$ cat src/rtl/el2_lsu_dccm_stbuf.sv
// Committed-store buffer ahead of the DCCM write port: FIFO of split, ECC-protected
// stores drained when loads leave the RAM idle. Optional load/store forwarding hazard check under EL2_STBUF_FWD_EN.
module el2_lsu_dccm_stbuf #(
  parameter int DEPTH            = 4,
  parameter int DCCM_BITS        = 16,
  parameter int DCCM_FDATA_WIDTH = 39,
  parameter int STARVE_MAX       = 7
) (
  input  logic                        clk,
  input  logic                        rst,
  input  logic                        st_valid,
  output logic                        st_ready,
  input  logic [DCCM_BITS-1:0]        st_addr_lo,
  input  logic [DCCM_BITS-1:0]        st_addr_hi,
  input  logic [DCCM_FDATA_WIDTH-1:0] st_data_lo,
  input  logic [DCCM_FDATA_WIDTH-1:0] st_data_hi,
  input  logic                        ld_req,
`ifdef EL2_STBUF_FWD_EN
  input  logic [DCCM_BITS-1:0]        ld_addr_lo,
  input  logic [DCCM_BITS-1:0]        ld_addr_hi,
  output logic                        ld_conflict,
`endif
  output logic                        ld_stall,
  output logic                        dccm_wren,
  output logic [DCCM_BITS-1:0]        dccm_wr_addr_lo,
  output logic [DCCM_BITS-1:0]        dccm_wr_addr_hi,
  output logic [DCCM_FDATA_WIDTH-1:0] dccm_wr_data_lo,
  output logic [DCCM_FDATA_WIDTH-1:0] dccm_wr_data_hi,
  output logic                        empty
);

  localparam int unsigned PTR_W = $clog2(DEPTH);
  localparam int unsigned CNT_W = PTR_W + 1;
  localparam int unsigned STV_W = $clog2(STARVE_MAX + 1);

  logic [DCCM_BITS-1:0]        addr_lo_q [DEPTH];
  logic [DCCM_BITS-1:0]        addr_hi_q [DEPTH];
  logic [DCCM_FDATA_WIDTH-1:0] data_lo_q [DEPTH];
  logic [DCCM_FDATA_WIDTH-1:0] data_hi_q [DEPTH];

  logic [PTR_W-1:0] rd_ptr;
  logic [PTR_W-1:0] wr_ptr;
  logic [CNT_W-1:0] count;
  logic [STV_W-1:0] starve_cnt;

  logic full;
  logic enq;
  logic deq;
  logic force_drain;
  logic conflict;

  assign full        = (count == CNT_W'(DEPTH));
  assign empty       = (count == CNT_W'(0));
  assign st_ready    = ~full;
  assign enq         = st_valid & ~full;
  assign force_drain = (starve_cnt == STV_W'(STARVE_MAX));

`ifdef EL2_STBUF_FWD_EN
  // Word-granular match of the load against every occupied entry.
  logic             hit;
  logic [PTR_W-1:0] off;
  logic             unused_ld_addr_bits;

  assign unused_ld_addr_bits = ^{ld_addr_lo[1:0], ld_addr_hi[1:0]};

  always_comb begin
    hit = 1'b0;
    off = '0;
    for (int i = 0; i < DEPTH; i++) begin
      off = PTR_W'(i) - rd_ptr;
      if (CNT_W'(off) < count) begin
        if ((addr_lo_q[i][DCCM_BITS-1:2] == ld_addr_lo[DCCM_BITS-1:2]) ||
            (addr_lo_q[i][DCCM_BITS-1:2] == ld_addr_hi[DCCM_BITS-1:2]) ||
            (addr_hi_q[i][DCCM_BITS-1:2] == ld_addr_lo[DCCM_BITS-1:2]) ||
            (addr_hi_q[i][DCCM_BITS-1:2] == ld_addr_hi[DCCM_BITS-1:2]))
          hit = 1'b1;
      end
    end
  end

  assign conflict    = ld_req & hit;
  assign ld_conflict = conflict;
`else
  assign conflict = 1'b0;
`endif

  assign dccm_wren = ~empty & (~ld_req | force_drain | conflict);
  assign ld_stall  = ld_req & ~empty & (force_drain | conflict);
  assign deq       = dccm_wren;

  // Head entry is always presented; storage resets to zero so outputs are never X.
  assign dccm_wr_addr_lo = addr_lo_q[rd_ptr];
  assign dccm_wr_addr_hi = addr_hi_q[rd_ptr];
  assign dccm_wr_data_lo = data_lo_q[rd_ptr];
  assign dccm_wr_data_hi = data_hi_q[rd_ptr];

  always_ff @(posedge clk or posedge rst) begin
    if (rst) begin
      for (int i = 0; i < DEPTH; i++) begin
        addr_lo_q[i] <= '0;
        addr_hi_q[i] <= '0;
        data_lo_q[i] <= '0;
        data_hi_q[i] <= '0;
      end
    end else if (enq) begin
      addr_lo_q[wr_ptr] <= st_addr_lo;
      addr_hi_q[wr_ptr] <= st_addr_hi;
      data_lo_q[wr_ptr] <= st_data_lo;
      data_hi_q[wr_ptr] <= st_data_hi;
    end
  end

  always_ff @(posedge clk or posedge rst) begin
    if (rst) begin
      rd_ptr <= '0;
      wr_ptr <= '0;
      count  <= '0;
    end else begin
      if (enq) wr_ptr <= wr_ptr + PTR_W'(1);
      if (deq) rd_ptr <= rd_ptr + PTR_W'(1);
      case ({enq, deq})
        2'b10:   count <= count + CNT_W'(1);
        2'b01:   count <= count - CNT_W'(1);
        default: count <= count;
      endcase
    end
  end

  // Counts cycles a pending drain loses to loads; saturates at STARVE_MAX.
  always_ff @(posedge clk or posedge rst) begin
    if (rst) begin
      starve_cnt <= '0;
    end else if (empty || dccm_wren) begin
      starve_cnt <= '0;
    end else if (ld_req && !force_drain && !conflict) begin
      starve_cnt <= starve_cnt + STV_W'(1);
    end
  end

endmodule

$ cat config.mk
export PLATFORM = sky130hd
export DESIGN_NAME = el2_lsu_dccm_stbuf
export DESIGN_NICKNAME = d
export VERILOG_FILES = /design/src/rtl/el2_lsu_dccm_stbuf.sv
export SDC_FILE = /design/constraint.sdc
export NUM_CORES = 1
export LEC_CHECK = 0
export CORE_UTILIZATION = 57
export CTS_CLUSTER_SIZE = 25
export DETAILED_ROUTE_END_ITERATION = 16
export HOLD_SLACK_MARGIN = 0.15
export PLACE_DENSITY = 0.86
export RECOVER_POWER = 100
export SYNTH_ARGS = -nofsm -noshare
export SYNTH_HDL_FRONTEND = slang
export SYNTH_SLANG_ARGS = --single-unit
$ cat constraint.sdc
create_clock -name clk -period 21.1 [get_ports clk]
set_clock_uncertainty 0.05 [all_clocks]
set_input_delay 5.275 -clock clk [delete_from_list [all_inputs] [get_ports clk]]
set_output_delay 5.275 -clock clk [all_outputs]
set_load 0.005 [all_outputs]
==> impl_metrics.toml, run 1 <==
[status]
status = "finished, violations left"
violations = "max-capacitance violations, max-slew violations"

[final_layout]
syn2layout_area_growth_pct = 9.62
fin_nets = 1453
multi_input_area_sq_um = 7750
fillCellCount = 2826
regArea_sq_um = 11300
stdcell_count = 1873
drive_gt1_share_pct = 17.6

[floorplan]
dieArea_sq_um = 38600
io_pins = 228
dieWidth_um = 196
initial_core_util_pct = 58.4
die_y_um = 196
coreArea_sq_um = 36900
row_count = 70

[detailed_routing]
wl_um = 41900
viasPerCell = 5.60
firstDrtPassIters = 4
antenna_left = 0
wl_per_cell_um = 22.4
vias = 10500
remaining_drc_errors = 0
first_iter_violations = 453

[logic_synthesis]
synthCells = 1114
syn_avg_cell_area_sq_um = 19.3
ys_ff_latch = 450
synthAdderAreaFrac_pct = 0.499
synth_top_family_by_area = "multiplexers"
yosys_warnings = 0
synth.distinct_cells = 25
ys_seq_area_share_pct = 52.3
netlist_area_sq_um = 21500
muxShareOfSynthArea_pct = 41.6
synthSimpleGateAreaFrac_pct = 0.511
synth_xor_xnor_area_share_pct = 0.244
synth_compound_area_share_pct = 0.0232
synth_nets = 1236

[cts]
cts_tree = "done"
post_cts_buffers = 0
cts_buffers = 47
insertion_delay_ns = 0.56
cts_hold_buf = 0
clock_path_buffers = 3
cts_resized = 0
path_clk_slew_ns = 0.06
clock_sinks = 450
htree_levels = 2
root_buffer = "clkbuf_16"

[placed_design]
hpwl_um = 25300
dp_slack_ns = 9.19
portBuffers = 227
dp.cells = 1786
gp_congestion = 0.729

[timing]
fin_setup_tns_ns = 0
hold_viol = 0
rsz0062_at_grt = "no"
whs_ns = 0.395
maxClockFrequency_mhz = 74.4
setup_violations = 0
post-route-min-period_ns = 13.43
fin_ws_ns = 7.67
finalCritPeriodShare_pct = 63.7
maxSlewViolCount = 816
slew_headroom_pct = -253
worst_slew_pin_slew_ns = 5.27

[worst_setup_path]
worstSetupEndpointType = "output pin"
cp.arrival_ns = 8.11
required_ns = 15.78
cpMostUsedCell = "clkbuf_1"
cp-start-kind = "register"
cpPeakStageDelay_ns = 2.09
path_cells = "clkbuf_1 > clkbuf_1 > mux4_2 > dlygate4sd3_1"
crit_path_max_fanout = 45
setup.worst_path.class = "register to output pin"
slowest_stage = "dfrtp_1"

[global_route]
gr-total-overflow = 0
antenna_found_initial = 3
grt_pass1_vias = 12200
grt_max_degree = 172
grt_pass1_wl_um = 69800
grt_usage_pct = 23.3

[flow_run]
cap_violations = 16

[pwr]
peakVddDrop_uv = 142
p_leak_nw = 9.84
p_per_area_nw_per_um2 = 169

[hold_path]
hold_path_class = "register to register"
==> sequential cells by signal (all words and copies together) (netlist names) <==
| signal | count |
|---|---|
| starve_cnt | 3 |
| addr_lo_q | 64 |
| rd_ptr | 2 |
| wr_ptr | 2 |
| data_lo_q | 156 |
| addr_hi_q | 64 |
| data_hi_q | 156 |
| count | 3 |
==> path summary, 6_finish.rpt <==
path / start / to / slack (ns) / cells after the start
max in group asynchronous: rst / data_lo_q[4] / 7.79 / 4
hold reg to reg: starve_cnt[0] / starve_cnt[0] / 0.39 / 1
min in group asynchronous: rst / data_lo_q[106] / 6.75 / 2
hold / removal: starve_cnt[0] / starve_cnt[0] / 0.39 / 1
setup / recovery: rd_ptr[1] / dccm_wr_data_hi[4] / 7.67 / 4
setup reg to reg: count[2] / addr_hi_q[14] / 16.13 / 4
==> critical path: cells and delay by family, from the launching register on <==
kind	cells	cell delay, ns
buf+inv	3	4.67
flops	1	2.09
mux	1	0.71
==> layout by cell type (no fill, tap or decap), types with 2 or more instances in the layout <==
master / instances
clkdlybuf4s50_1: 113
clkinv_2: 9
xnor2_1: 3
xor2_1: 3
ha_1: 7
bufinv_16: 4
clkbuf_8: 10
mux2_2: 41
mux2_4: 12
and3_1: 6
buf_4: 2
dfrtp_1: 449
mux4_2: 110
diode_2: 2
dlygate4sd3_1: 114
mux2_1: 388
inv_1: 7
clkbuf_1: 25
clkbuf_16: 49
==> final cells by class <==
cell class,instances,share of cell area (%)
Clock inverter,13,0.699
Tap cell,504,2.67
Sequential cell,450,47.7
Multi-Input combinational cell,582,32.8
Inverter,8,0.132
Antenna cell,2,0.0212
Clock buffer,72,5.98
Timing Repair Buffer,242,9.96
==> metrics by stage <==
step / power (mW) / utilization, % / instance area (sq um)
after floorplan: 2.99 / - / 21500
after detailed placement: 3.66 / 63.9 / 23600
after global routing: 4.23 / 64.0 / 23600
after CTS: 4.54 / 68.2 / 25100
after global placement: 3.59 / 63.9 / 23600
final: 3.99 / 64.0 / 23600
==> cell families after synthesis <==
logic type	after synthesis
xor gates and xnor gates	6
buffers and inverters	82
DFF	450
muxes	552
adders and majority gates	8
and+or+nand+nor	15
AOI/OAI and AO/OA	1
==> synth_stat cells, drive strengths merged <==
cell | number | area [sq um]
and3 | 6 | 57.6
mux2i | 1 | 10.0
xor2 | 3 | 26.3
nor2 | 1 | 3.75
inv | 8 | 30.0
or3 | 1 | 6.26
ha | 7 | 87.6
clkbuf | 4 | 15.0
fa | 1 | 20.0
xnor2 | 3 | 26.3
buf | 70 | 1010
nand2 | 1 | 3.75
or3b | 1 | 8.76
nand3 | 1 | 5.00
mux2 | 441 | 6470
dfrtp | 450 | 11300
nand2b | 1 | 6.26
and2 | 2 | 12.5
nor2b | 1 | 6.26
mux4 | 110 | 2480
a21oi | 1 | 5.00
==> power by group <==
part           switching (mW)  internal [mW]
combinational           0.577          0.992
clock                   0.337          0.508
sequential              0.265           1.31
==> layer usage <==
layer,up-vias,part of all wire [%],global-route usage [%]
li1,4588,-,-
met1,5648,44,32.4
met2,194,48,36.5
met3,60,5.6,5.66
met4,2,1.9,6.92
met5,-,0.029,0
Note: power is estimated with default switching activity, not from simulation.
==> inputs of run 2 (changes only) <==
==> constraint.sdc (replaced) <==
create_clock -name clk -period 12.6 [get_ports clk]
set_clock_uncertainty 0.05 [all_clocks]
set_input_delay 3.15 -clock clk [delete_from_list [all_inputs] [get_ports clk]]
set_output_delay 3.15 -clock clk [all_outputs]
set_load 0.005 [all_outputs]
==> impl_metrics.toml, run 2 (synthesized netlist as in run 1, its figures left out) <==
[pwr]
p_leak_nw = 9.81
p_per_area_nw_per_um2 = 285
peakVddDrop_uv = 263

[worst_setup_path]
cp.arrival_ns = 6.48
startpoint = "rd_ptr[1]"
regToRegSetupSlack_ns = 7.50
required_ns = 9.40
cp-start-kind = "register"
setup.worst_path.class = "register to output pin"
worstSetupEndpointType = "output pin"
reg2reg_from = "count[2]"
crit_path_max_fanout = 55

[timing]
worst_slew_pin_slew_ns = 4.71
whs_ns = 0.393
maxClockFrequency_mhz = 103
setup_violations = 0
finalCritPeriodShare_pct = 76.9
maxSlewViolCount = 792
hold_viol = 0
slew_headroom_pct = -214
fin_setup_tns_ns = 0
post-route-min-period_ns = 9.68
rsz0062_at_grt = "no"

[final_layout]
stdcell_area_sq_um = 23600
syn2layout_area_growth_pct = 9.49
fillCellCount = 2792
fin_nets = 1453
drive_gt1_share_pct = 17.4
reg_top3 = "data_hi_q (156), data_lo_q (156)"
final_common_cell = "dfrtp_1"
layout_common_cells = "450 x dfrtp_1, 388 x mux2_1, 146 x clkdlybuf4s50_1"

[detailed_routing]
antenna_left = 0
viasPerCell = 5.61
remaining_drc_errors = 0
vias = 10500
first_iter_violations = 407
wl_per_cell_um = 22.2
wl_um = 41400
firstDrtPassIters = 4

[floorplan]
initial_core_util_pct = 58.4
row_count = 70
die_y_um = 196
dieArea_sq_um = 38600
io_pins = 228
coreArea_sq_um = 36900
dieWidth_um = 196

[placed_design]
gp_congestion = 0.756
portBuffers = 227
dpl-instance-area_sq_um = 23600
hpwl_um = 24900

[cts]
clock_path_buffers = 3
post_cts_buffers = 0
cts_resized = 0
clock_sinks = 450
insertion_delay_ns = 0.57
htree_levels = 2
root_buffer = "clkbuf_16"
cts_hold_buf = 0
cts_tree = "done"
cts_buffers = 47
path_clk_slew_ns = 0.06

[global_route]
grt_max_degree = 192
antenna_found_initial = 3
grt_usage_pct = 23.1
grt_pass1_vias = 12000
grt_pass1_wl_um = 69400
gr-total-overflow = 0

[hold_path]
hold_path_class = "register to register"
hold_path_startpoint = "starve_cnt[0]"

[status]
status = "finished, violations left"
violations = "max-capacitance violations, max-slew violations"

[flow_run]
cap_violations = 13
run 2: changes by cell type in the layout (fill, tap and decap cells not counted), moves of 2 or more:
cell	delta
clkdlybuf4s50_1	+33
clkbuf_2	+2
clkinv_2	-4
dlygate4sd3_1	-33
run 2: path summary, 6_finish.rpt:
| check | endpoint | cells after the start |
|---|---|---|
| setup / recovery | dccm_wr_data_hi[36] | 4 |
| hold / removal | starve_cnt[0] | 1 |
| hold reg to reg | starve_cnt[0] | 1 |
| setup reg to reg | data_lo_q[108] | 4 |
| max in group asynchronous | data_lo_q[111] | 4 |
| min in group asynchronous | data_hi_q[149] | 3 |
run 2: report_power, final:
part / switching [mW] / total [mW] / internal [mW]
clock: 0.553 / 1.39 / 0.836
combinational: 1.02 / 2.75 / 1.73
sequential: 0.392 / 2.59 / 2.19
total: 1.97 / 6.73 / 4.76
run 2: area by class of cell:
class	instances	area (sq um)	area share [%]
flip-flops and latches	450	11300	47.7
clock inverters	8	115	0.488
multi-input cells	582	7750	32.9
clock buffers	75	1430	6.08
diodes	2	5.00	0.0212
well taps	504	631	2.67
repair buffers	242	2350	9.98
inverters	8	33.8	0.143
run 2: per-stage QoR:
step                      cells  setup WS [ns]  total power, mW  util (%)
after floorplan            1114           3.31             5.01         -
after global placement     1786           4.97             6.02      63.9
after detailed placement   1786           4.93             6.12      63.9
after CTS                  1869           4.92             7.58      68.1
after global routing       1871           2.43             7.13      64.0
final                      1871           2.92             6.73      64.0
run 2: metal layers:
| layer | vias to the layer above | GRT usage, % | part of all wire (%) |
|---|---|---|---|
| met2 | 193 | 35.7 | 47 |
| li1 | 4579 | - | - |
| met1 | 5656 | 32.8 | 45 |
| met3 | 72 | 5.13 | 5.1 |
| met4 | 2 | 7.58 | 2.4 |
| met5 | - | 0 | 0.041 |
run 2: critical path: stages (launching register included):
cell and delay [ns]:
dfrtp_1 0.67, clkbuf_1 2.87, buf_4 1.09, mux4_2 0.58, dlygate4sd3_1 0.60
